## src/rtl/max_frame_ctrl_if.sv

```systemverilog
// Stream, datapath and result signals of the running-maximum frame controller.
// The slave modport is the controller's view; master is the surrounding system's.
interface max_frame_ctrl_if #(
   parameter int unsigned W     = 32,
   parameter int unsigned LEN_W = 7
);
   logic             start;
   logic             abort;
   logic [LEN_W-1:0] cfg_len;
   logic             in_valid;
   logic [W-1:0]     in_data;
   logic             in_ready;
   logic             dp_clr;
   logic             dp_en;
   logic [W-1:0]     dp_x;
   logic [W-1:0]     dp_max;
   logic             res_valid;
   logic             res_ready;
   logic [W-1:0]     res_max;
   logic [LEN_W-1:0] res_cnt;
   logic             busy;

   modport slave (
      input  start, abort, cfg_len, in_valid, in_data, dp_max, res_ready,
      output in_ready, dp_clr, dp_en, dp_x, res_valid, res_max, res_cnt, busy
   );

   modport master (
      output start, abort, cfg_len, in_valid, in_data, dp_max, res_ready,
      input  in_ready, dp_clr, dp_en, dp_x, res_valid, res_max, res_cnt, busy
   );
endinterface

```

## src/rtl/max_frame_ctrl.sv

```systemverilog
// Frame sequencer for the running-maximum datapath: clears it, feeds cfg_len
// samples from the input stream, then presents the captured maximum.
module max_frame_ctrl #(
   parameter int unsigned W     = 32,
   parameter int unsigned LEN_W = 7
) (
   input  logic            i_clk,
   input  logic            i_rst_n,
   max_frame_ctrl_if.slave io_bus
);

   typedef enum logic [2:0] {S_IDLE, S_CLEAR, S_RUN, S_SETTLE, S_DONE} state_t;

   state_t           r_state;
   state_t           w_next;
   logic [LEN_W-1:0] r_cnt;
   logic [LEN_W-1:0] r_len;
   logic [W-1:0]     r_res_max;
   logic [LEN_W-1:0] r_res_cnt;

   logic             w_in_ready;
   logic             w_dp_clr;
   logic             w_dp_en;
   logic [W-1:0]     w_dp_x;
   logic             w_res_valid;
   logic             w_accept;
   logic             w_last;

   assign w_last = (r_cnt == (r_len - LEN_W'(1)));

   always_comb begin
      w_next      = r_state;
      w_in_ready  = 1'b0;
      w_dp_clr    = 1'b0;
      w_dp_en     = 1'b0;
      w_dp_x      = '0;
      w_res_valid = 1'b0;
      w_accept    = 1'b0;
      case (r_state)
         S_IDLE: begin
            if (io_bus.start)
               w_next = (io_bus.cfg_len != '0) ? S_CLEAR : S_DONE;
         end
         S_CLEAR: begin
            w_dp_clr = 1'b1;
            w_next   = S_RUN;
         end
         S_RUN: begin
            // abort wins over a beat offered in the same cycle
            w_in_ready = !io_bus.abort;
            w_dp_x     = io_bus.in_data;
            w_accept   = io_bus.in_valid && !io_bus.abort;
            w_dp_en    = w_accept;
            if (w_accept && w_last)
               w_next = S_SETTLE;
         end
         S_SETTLE: w_next = S_DONE;
         S_DONE: begin
            w_res_valid = 1'b1;
            if (io_bus.res_ready)
               w_next = S_IDLE;
         end
         default: w_next = S_IDLE;
      endcase
      if (io_bus.abort)
         w_next = S_IDLE;
   end

   always_ff @(posedge i_clk or negedge i_rst_n) begin
      if (!i_rst_n) begin
         r_state   <= S_IDLE;
         r_cnt     <= '0;
         r_len     <= '0;
         r_res_max <= '0;
         r_res_cnt <= '0;
      end else begin
         r_state <= w_next;
         if (r_state == S_IDLE && io_bus.start && !io_bus.abort) begin
            r_len <= io_bus.cfg_len;
            if (io_bus.cfg_len == '0) begin
               r_res_max <= '0;
               r_res_cnt <= '0;
            end
         end
         if (w_dp_clr)
            r_cnt <= '0;
         else if (w_accept)
            r_cnt <= r_cnt + LEN_W'(1);
         // dp_max reflects the final beat one cycle after its dp_en
         if (r_state == S_SETTLE && !io_bus.abort) begin
            r_res_max <= io_bus.dp_max;
            r_res_cnt <= r_len;
         end
      end
   end

   assign io_bus.in_ready  = w_in_ready;
   assign io_bus.dp_clr    = w_dp_clr;
   assign io_bus.dp_en     = w_dp_en;
   assign io_bus.dp_x      = w_dp_x;
   assign io_bus.res_valid = w_res_valid;
   assign io_bus.res_max   = r_res_max;
   assign io_bus.res_cnt   = r_res_cnt;
   assign io_bus.busy      = (r_state != S_IDLE);

endmodule

```

## src/flat_wrapper.sv

```systemverilog
// flat-port wrapper written by rule: the top's interface ports become plain ports
module max_frame_ctrl_flat 
#(
   parameter int unsigned W     = 32,
   parameter int unsigned LEN_W = 7
)
  (i_clk, i_rst_n, io_bus_start, io_bus_abort, io_bus_cfg_len, io_bus_in_valid, io_bus_in_data, io_bus_dp_max, io_bus_res_ready, io_bus_in_ready, io_bus_dp_clr, io_bus_dp_en, io_bus_dp_x, io_bus_res_valid, io_bus_res_max, io_bus_res_cnt, io_bus_busy);
  max_frame_ctrl_if #(.W(W), .LEN_W(LEN_W)) io_bus_i ();
  input  logic i_clk;
  input  logic i_rst_n;
  input wire logic [$bits(io_bus_i.start)-1:0] io_bus_start;
  input wire logic [$bits(io_bus_i.abort)-1:0] io_bus_abort;
  input wire logic [$bits(io_bus_i.cfg_len)-1:0] io_bus_cfg_len;
  input wire logic [$bits(io_bus_i.in_valid)-1:0] io_bus_in_valid;
  input wire logic [$bits(io_bus_i.in_data)-1:0] io_bus_in_data;
  input wire logic [$bits(io_bus_i.dp_max)-1:0] io_bus_dp_max;
  input wire logic [$bits(io_bus_i.res_ready)-1:0] io_bus_res_ready;
  output wire logic [$bits(io_bus_i.in_ready)-1:0] io_bus_in_ready;
  output wire logic [$bits(io_bus_i.dp_clr)-1:0] io_bus_dp_clr;
  output wire logic [$bits(io_bus_i.dp_en)-1:0] io_bus_dp_en;
  output wire logic [$bits(io_bus_i.dp_x)-1:0] io_bus_dp_x;
  output wire logic [$bits(io_bus_i.res_valid)-1:0] io_bus_res_valid;
  output wire logic [$bits(io_bus_i.res_max)-1:0] io_bus_res_max;
  output wire logic [$bits(io_bus_i.res_cnt)-1:0] io_bus_res_cnt;
  output wire logic [$bits(io_bus_i.busy)-1:0] io_bus_busy;
  assign io_bus_i.start = io_bus_start;
  assign io_bus_i.abort = io_bus_abort;
  assign io_bus_i.cfg_len = io_bus_cfg_len;
  assign io_bus_i.in_valid = io_bus_in_valid;
  assign io_bus_i.in_data = io_bus_in_data;
  assign io_bus_i.dp_max = io_bus_dp_max;
  assign io_bus_i.res_ready = io_bus_res_ready;
  assign io_bus_in_ready = io_bus_i.in_ready;
  assign io_bus_dp_clr = io_bus_i.dp_clr;
  assign io_bus_dp_en = io_bus_i.dp_en;
  assign io_bus_dp_x = io_bus_i.dp_x;
  assign io_bus_res_valid = io_bus_i.res_valid;
  assign io_bus_res_max = io_bus_i.res_max;
  assign io_bus_res_cnt = io_bus_i.res_cnt;
  assign io_bus_busy = io_bus_i.busy;
  max_frame_ctrl #(.W(W), .LEN_W(LEN_W)) u_core (.i_clk(i_clk), .i_rst_n(i_rst_n), .io_bus(io_bus_i));
endmodule
```

## config.mk

```make
export PLATFORM = sky130hd
export DESIGN_NAME = max_frame_ctrl_flat
export DESIGN_NICKNAME = d
export VERILOG_FILES = /design/src/rtl/max_frame_ctrl_if.sv /design/src/rtl/max_frame_ctrl.sv /design/src/flat_wrapper.sv
export SDC_FILE = /design/constraint.sdc
export NUM_CORES = 1
export LEC_CHECK = 0
export ABC_CLOCK_PERIOD_IN_PS = 1800
export CAP_MARGIN = 30
export CORE_MARGIN = 4
export CORE_UTILIZATION = 38
export DETAILED_ROUTE_END_ITERATION = 16
export GPL_TIMING_DRIVEN = 0
export HOLD_SLACK_MARGIN = 0.08
export PLACE_DENSITY = 0.81
export SYNTH_ARGS = -nofsm -noshare
export SYNTH_HDL_FRONTEND = slang
export SYNTH_SLANG_ARGS = --single-unit
```

## constraint.sdc

```tcl
create_clock -name i_clk -period 1.8 [get_ports i_clk]
set_input_delay 0.54 -clock i_clk [delete_from_list [all_inputs] [get_ports i_clk]]
set_output_delay 0.54 -clock i_clk [all_outputs]
set_load 0.1 [all_outputs]
```

; Word level (Yosys, flattened, before mapping)
; Index checks and enable logic that the tools add are counted.
[word_totals]
regBits = 56
inputBits = 77
out_inout_bits = 76
word_cells = 49
[classes]
addsub = 2
n_eq_ne = 8
muxes = 19
n_reduce_logical = 15
[op_table]
columns = cell, n
row1 = 32-bit two-way mux, 4
row2 = 7-bit two-way mux, 5
row3 = 3-bit two-way mux, 5
row4 = 3-bit case mux with 5 select lines, 1
row5 = "7-bit by 1-bit adder with 7-bit output, second input constant", 1
row6 = 7-bit equality test, 1
row7 = 7-bit logical NOT, 1
row8 = 7-bit nonzero test, 1
row9 = "7-bit by 1-bit subtractor with 7-bit output, second input constant", 1
row10 = "3-bit by 2-bit equality test with 1-bit output, second input constant", 2
row11 = "3-bit != test, second input constant", 2
row12 = 2-bit nonzero test, 3
row13 = 1-bit logical AND, 5
row14 = 1-bit two-way mux, 4
row15 = "3-bit by 1-bit equality test with 1-bit output, second input constant", 1
row16 = "3-bit equality test, second input constant", 1
row17 = 3-bit logical NOT, 1
row18 = "3-bit by 2-bit != test with 1-bit output, second input constant", 1
row19 = 3-bit AND reduction, 1
row20 = 3-bit nonzero test, 1
row21 = 2-bit AND reduction, 1
row22 = 1-bit logical NOT, 1

; Longest topological paths before layout
; Gate-level depths: netlist (run 1).
[logic_depth]
depth_word = 6
mapped_depth = 7
mapped_depth_nobuf = 7

; Worst setup path before layout (run 1)
; OpenSTA, ideal clock, no wires.
[synth_timing]
path_type = input-to-reg
startpoint = in io_bus_abort
endpoint = reg u_core.r_cnt[6]
setup_ns = 0.092
t_arrival_ns = 3.426
required_ns = 1.708
setup_slack_ns = -1.717
cell_stages = 6
n_path_buf = 1
path_cell_list = nor4b_2 -> and2_1 -> buf_6 -> nand4_4 -> or3_1 -> a21oi_1
[synth_via]
elab_chain_cells = 4
[synth_rtl]
columns = item, line_no
row1 = from (decl), flat_wrapper.sv:12  ; input wire logic [$bits(io_bus_i.abort)-1:0] io_bus_abort;
row2 = 1-bit logical NOT, max_frame_ctrl.sv:52  ; w_accept = io_bus.in_valid && !io_bus.abort;
row3 = 1-bit logical AND, max_frame_ctrl.sv:52
row4 = 1-bit two-way mux, -
row5 = named net io_bus_dp_en, flat_wrapper.sv:20  ; output wire logic [$bits(io_bus_i.dp_en)-1:0] io_bus_dp_en;
row6 = 2-bit nonzero test (no source line), -
row7 = to (signal assigned), max_frame_ctrl.sv:88  ; r_cnt <= r_cnt + LEN_W'(1);
row8 = to (decl), max_frame_ctrl.sv:16  ; logic [LEN_W-1:0] r_cnt;
; The timed path passes the listed nets, and every way through them passes these cells.
; A chain may end at the register's enable or synchronous reset.

; Worst setup path after layout (run 1)
[layout_timing]
startpoint = reg u_core.r_state[0]
endpoint = out io_bus_dp_x[4]
[layout_via]
elab_chain_cells = 2
[layout_rtl]
columns = item, line_no
row1 = from (decl), max_frame_ctrl.sv:14  ; state_t r_state;
row2 = from (signal assigned), max_frame_ctrl.sv:77  ; r_state <= w_next;
row3 = 3-bit by 2-bit equality test with 1-bit output, max_frame_ctrl.sv:39  ; case (r_state)
row4 = 32-bit two-way mux, max_frame_ctrl.sv:39
row5 = to (decl), flat_wrapper.sv:21  ; output wire logic [$bits(io_bus_i.dp_x)-1:0] io_bus_dp_x;
; No other way between the ends.

==> results of run 1 <==
==> cell type report <==
cell class                 count  area (sq um)
sequential                    56          1410
clock buffer                   6          72.6
tap                           77          96.3
clock inverter                 2          35.0
inverter                       4          15.0
buffer                        13           143
fill                         377          1370
multi-input combinational    159          1270
timing repair buffer         176          2090
==> critical path: stages, from the launching register on <==
cell and delay (ns):
dfrtp_2 0.43, nand2b_4 0.16, nor2_4 0.13, buf_6 0.15, clkbuf_16 0.14, and2_4 0.15
buf_12 0.17
==> repair_timing <==
action,4_1_cts,5_1_grt
setup buffers,3,14
setup endpoints to repair,124,112
pin swaps,7,12
gates resized for setup,490,72
cloned,5,2
==> final timing paths <==
check,to,cells after the start
setup / recovery,io_bus_dp_x[4],6
hold / removal,u_core.io_bus.res_max[30],1
setup reg to reg,u_core.r_cnt[6],8
hold reg to reg,u_core.io_bus.res_max[27],1
max in group asynchronous,u_core.r_len[0],2
min in group i_clk,u_core.r_len[6],3
==> per-stage QoR <==
stage	cells	setup WS [ns]	utilization, %	hold WS (ns)
after floorplan	233	-0.974	-	0.244
after CTS	479	-0.373	77.5	0.256
final	493	-0.369	78.8	0.242
after global routing	493	-0.421	78.8	0.286
after global placement	462	-1.60	67.3	0.482
after detailed placement	463	-1.60	67.5	0.480
==> synthesized netlist by cell type, types with 2 or more instances <==
cell      number  area share, %
o21ai_0        5           0.97
a22o_1        39             13
dfrtp_1       56             54
nand4_1        2           0.48
xor2_1         6            2.0
nand2_1       20            2.9
buf_2          4           0.77
or3_1          2           0.48
xnor2_1        6            2.0
and2_1        34            8.2
inv_1          4           0.58
a21oi_1        3           0.58
ha_1           2           0.97
nor3_1         3           0.58
nor2_1        13            1.9
clkbuf_1       9            1.3
and3_1         4           0.97
==> placed cells by master, fill, tap and decap left out, types with 5 or more instances in the layout <==
cell type        netlist  layout
a22o_1                39      39
and2_4                 0      33
buf_12                 0      38
buf_2                  4      17
buf_4                  0      13
buf_6                  1      11
buf_8                  0       8
clkbuf_8               0       5
clkdlybuf4s15_2        0       8
clkdlybuf4s18_2        0      18
clkdlybuf4s50_1        0      70
dfrtp_1               56      51
dfrtp_2                0       5
nand2_1               20      19
nor2_1                13       9
o21ai_0                5       5
xnor2_1                6       6
xor2_1                 6       6
==> cells by family after synthesis <==
logic type | count (synthesis) | share of synthesized area [%]
adders and majority gates | 2 | 0.966
muxes | 1 | 0.387
AOI/OAI and AO/OA | 55 | 17.2
and+or+nand+nor | 88 | 19.3
xor gates and xnor gates | 13 | 4.93
DFF | 56 | 54.1
buffers and inverters | 18 | 3.09
==> flip-flops by register name, summed over array words and instances (netlist names) <==
register               cells
u_core.r_cnt               7
u_core.io_bus.res_max     32
u_core.r_len               7
u_core.r_state             3
u_core.io_bus.res_cnt      7
==> per-layer routing <==
metal | global-route usage (%) | part of all wire (%) | vias to the layer above
met5 | 0 | 0 | -
met4 | 6.25 | 2.8 | 0
met2 | 39.2 | 54 | 101
li1 | - | - | 1185
met3 | 4.17 | 4.7 | 23
met1 | 25.5 | 38 | 1287
==> power breakdown <==
part / leakage (nW) / total [W] / switching (W) / internal (W)
Clock: 0.0552 / 0.000812 / 0.000398 / 0.000414
Sequential: 0.736 / 0.00170 / 0.000193 / 0.00151
Combinational: 1.59 / 0.00319 / 0.00229 / 0.000905
==> results.sh, run 1 <==
export IMPL_status="finished with violations"
export IMPL_violations="negative setup slack"
export IMPL_cts_buffers=5
export IMPL_rsz0062_at_grt="true"
export IMPL_grt_pass1_vias=2543
export IMPL_max_vdd_ir_drop_mv=0.965
export IMPL_crit_start="u_core.r_state[0]"
export IMPL_synthArstFlopShare_pct=100
export IMPL_start_util_pct=39.9
export IMPL_r2r_start="u_core.r_state[0]"
export IMPL_synth_flop_cell="dfrtp_1"
export IMPL_final_area_sq_um=5120
export IMPL_yosysWarningCount=0
export IMPL_worst_setup_path_type="reg2out"
export IMPL_critPathMaxFanout=5
export IMPL_r2r_setup_slack_ns=-0.12
export IMPL_hold_viol=0
export IMPL_max_freq_mhz=461
export IMPL_synth_area_sq_um=2590
export IMPL_die_y_um=90.5
export IMPL_antenna_left=0
export IMPL_power_density_nw_per_um2=1110
export IMPL_critPathLaunchType="flip-flop"
export IMPL_relSlewSlack_pct=57.3
export IMPL_period_minus_slack_ns=2.17
export IMPL_setup_violations_final=43
export IMPL_totalWireLength_mm=9.86
export IMPL_path_clk_slew_ns=0.10
export IMPL_synthToLayoutAreaGrowth_pct=97.8
export IMPL_fin_tns_setup_ns=-11.43
export IMPL_drive_gt1_share_pct=42.5
export IMPL_pin_count=153
export IMPL_fin_ws_ns=-0.369
export IMPL_drc=0
export IMPL_worstMarginPinSlew_ns=0.641
export IMPL_drt_iter0_drc=188
export IMPL_drv_cap=0
export IMPL_p_total_w=0.00571
export IMPL_dp_hpwl_mm=6.31
export IMPL_syn_inst=233
export IMPL_syn_nets=312
export IMPL_hold_buffers=0
export IMPL_synth_enable_flop_cells=0
export IMPL_die_area_sq_um=8200
export IMPL_row_count=29
export IMPL_grt_usage_pct=21.5
export IMPL_worstPathRequired_ns=1.26
export IMPL_synth_seq_cells=56
export IMPL_hold_path_class="in2async"
export IMPL_clockBufferDepth=2
export IMPL_synth_cell_type_count=38
export IMPL_diodes=0
export IMPL_cts_sinks=56
export IMPL_htree_levels=2
export IMPL_endpoint_kind="output port"
export IMPL_grt_overflow=0
export IMPL_antenna_found_initial=0
export IMPL_fin_crit_sh_pct=120
export IMPL_slew_viol_final=0
export IMPL_wl_per_cell_um=20.0
export IMPL_post_dp_cell_area_sq_um=4390
export IMPL_viasPerCell=5.27
export IMPL_finalWeightedCongestion=0.873
export IMPL_clock_skew_ns=0.00705
export IMPL_via_count=2596
export IMPL_cts_tree="yes"
export IMPL_die_x_um=90.5
export IMPL_grt_pass1_wl_mm=14.1
export IMPL_core_area_sq_um=6490
export IMPL_final_net_count=494
export IMPL_yosysSeqAreaShare_pct=54.1
export IMPL_leakage_nw=2.38
export IMPL_port_buffers=152
export IMPL_avgSynthCellArea_sq_um=11.1
export IMPL_clk_latency_ns=0.31
export IMPL_first_pass_iters=4
export IMPL_worst_ep_arrival_time_ns=1.63
export IMPL_cts_root_buf="clkbuf_8"
export IMPL_grt_max_degree=31
Note: power is estimated with default switching activity, not from simulation.
==> run 2: changes to the inputs <==
--- a/config.mk
+++ b/config.mk
@@ -7,6 +7,5 @@
 export LEC_CHECK = 0
-export ABC_CLOCK_PERIOD_IN_PS = 1800
 export CAP_MARGIN = 30
 export CORE_MARGIN = 4
-export CORE_UTILIZATION = 38
+export CORE_UTILIZATION = 41
 export DETAILED_ROUTE_END_ITERATION = 16
@@ -14,3 +13,3 @@
 export HOLD_SLACK_MARGIN = 0.08
-export PLACE_DENSITY = 0.81
+export PLACE_DENSITY = 0.86
 export SYNTH_ARGS = -nofsm -noshare
==> constraint.sdc (replaced) <==
create_clock -name i_clk -period 2.7 [get_ports i_clk]
set_input_delay 0.27 -clock i_clk [delete_from_list [all_inputs] [get_ports i_clk]]
set_output_delay 0.27 -clock i_clk [all_outputs]
set_load 0.1 [all_outputs]
==> results.sh, run 2 (synthesized netlist as in run 1, its figures left out) <==
export IMPL_ff_latch_area_sq_um=1400
export IMPL_cts_tree="yes"
export IMPL_diodes=0
export IMPL_worstMarginPinSlew_ns=1.00
export IMPL_cts_buffers=5
export IMPL_max_vdd_ir_drop_mv=0.787
export IMPL_post_cts_setup_buffers=0
export IMPL_hp_start="u_core.io_bus.res_max[9]"
export IMPL_drv_cap=0
export IMPL_grt_max_degree=32
export IMPL_grt_pass1_vias=2503
export IMPL_totalWireLength_mm=8.06
export IMPL_dp_hpwl_mm=6.31
export IMPL_reg2reg_depth=6
export IMPL_antenna_left=0
export IMPL_utilization_pct=72.5
export IMPL_synthToLayoutAreaGrowth_pct=68.7
export IMPL_critPathLaunchType="input port"
export IMPL_hold_end="u_core.io_bus.res_max[9]"
export IMPL_die_x_um=87.5
export IMPL_r2r_end="u_core.io_bus.res_cnt[2]"
export IMPL_grt_pass1_wl_mm=12.5
export IMPL_multi_input_area_sq_um=1120
export IMPL_max_freq_mhz=384
export IMPL_status="finished clean"
export IMPL_pre_cts_ws_ns=-0.214
export IMPL_start_util_pct=43.0
export IMPL_cts_sinks=56
export IMPL_period_minus_slack_ns=2.61
export IMPL_die_y_um=87.5
export IMPL_drt_iter0_drc=97
export IMPL_critPathMaxFanout=8
export IMPL_clock_skew_ns=0.00830
export IMPL_hold_path_class="reg2reg"
export IMPL_largest_register_ffs=32
export IMPL_p_total_w=0.00360
export IMPL_die_area_sq_um=7650
export IMPL_r2r_start="u_core.r_state[2]"
export IMPL_htree_levels=2
export IMPL_drive_gt1_share_pct=12.4
export IMPL_grt_overflow=0
export IMPL_port_buffers=152
export IMPL_grt_usage_pct=20.7
export IMPL_via_count=2427
export IMPL_antenna_found_initial=0
export IMPL_hold_viol=0
export IMPL_layout_commonest_cell="clkdlybuf4s50_1"
export IMPL_layout_common_cells="117 x clkdlybuf4s50_1, 56 x dfrtp_1, 39 x a22o_1, 33 x and2_1, 30 x clkdlybuf4s15_2"
export IMPL_setup_violations_final=0
export IMPL_power_density_nw_per_um2=824
export IMPL_wl_per_cell_um=17.2
export IMPL_pin_count=153
export IMPL_finalWeightedCongestion=0.817
export IMPL_viasPerCell=5.16
export IMPL_first_pass_iters=5
export IMPL_r2r_setup_slack_ns=0.81
export IMPL_final_net_count=473
export IMPL_cts_root_buf="clkbuf_8"
export IMPL_drc=0
export IMPL_path_clk_slew_ns=0.10
export IMPL_leakage_nw=1.94
export IMPL_final_area_sq_um=4370
export IMPL_fin_crit_sh_pct=96.5
export IMPL_endpoint_kind="output port"
export IMPL_rsz0062_at_grt="false"
export IMPL_clockBufferDepth=2
export IMPL_worst_ep_arrival_time_ns=2.34
export IMPL_slew_viol_final=0
export IMPL_core_area_sq_um=6030
export IMPL_min_delay_path_depth=1
export IMPL_fin_tns_setup_ns=0
export IMPL_fillers=422
export IMPL_worst_setup_path_type="in2out"
export IMPL_clk_latency_ns=0.30
export IMPL_relSlewSlack_pct=33.0
export IMPL_fin_ws_ns=0.0942
export IMPL_worstPathRequired_ns=2.43
export IMPL_row_count=28
export IMPL_post_dp_cell_area_sq_um=4240
## run 2: changes by cell type in the layout (fill, tap and decap cells not counted), sizes merged
cell           delta
buf              -81
bufinv            -1
clkbuf            +5
clkdlybuf4s15    +22
clkdlybuf4s18    -18
clkdlybuf4s50    +47
clkinvlp          +1
dlygate4sd2       +3
dlygate4sd3       +1
## run 2: power breakdown
part	leakage, nW	internal, W	switching [W]
Combinational	1.16	0.000542	0.00147
Clock	0.0414	0.000185	0.000271
Sequential	0.743	0.00100	0.000125
Total	1.94	0.00173	0.00187
## run 2: final cells by class
type,instances,share of cell area (%)
Tap cell,75,2.15
Clock buffer,6,1.66
Inverter,4,0.344
Clock inverter,2,0.372
Multi-Input combinational cell,159,25.6
Buffer,14,1.69
Sequential cell,56,32.1
Timing Repair Buffer,154,36.1
## run 2: worst max-delay path by stage
stage	slack, ns	end	start
floorplan	0.02	u_core.r_cnt[6]	u_core.r_state[2]
global placement	-0.28	u_core.r_len[0]	i_rst_n
detailed placement	-0.21	io_bus_dp_en	io_bus_abort
CTS	0.06	io_bus_dp_en	io_bus_abort
global route	0.02	io_bus_dp_en	io_bus_abort
finish	0.09	io_bus_dp_en	io_bus_abort
## run 2: critical path: stages
cell and delay, ns:
clkdlybuf4s50_1 0.52, nor4b_4 0.34, and2_4 0.20, buf_12 0.12
dlygate4sd2_1 0.87
## run 2: stage by stage
step / cells / hold WS (ns)
after floorplan: 233 / -0.0256
after global placement: 460 / 0.482
after detailed placement: 461 / 0.304
after CTS: 470 / 0.506
after global routing: 470 / 0.517
final: 470 / 0.507
## run 2: metal layers
layer	track usage, %	wire length, um
met5	0	0
met4	5.72	140
met3	2.93	482
met2	37.4	4290
met1	25.7	3150
## run 2: repair_timing
item,in CTS,in global routing
pin swaps,0,0
hold buffers,1,0
endpoints found under the hold margin,25,0
resized for setup,94,2
endpoints found under the setup margin,34,1
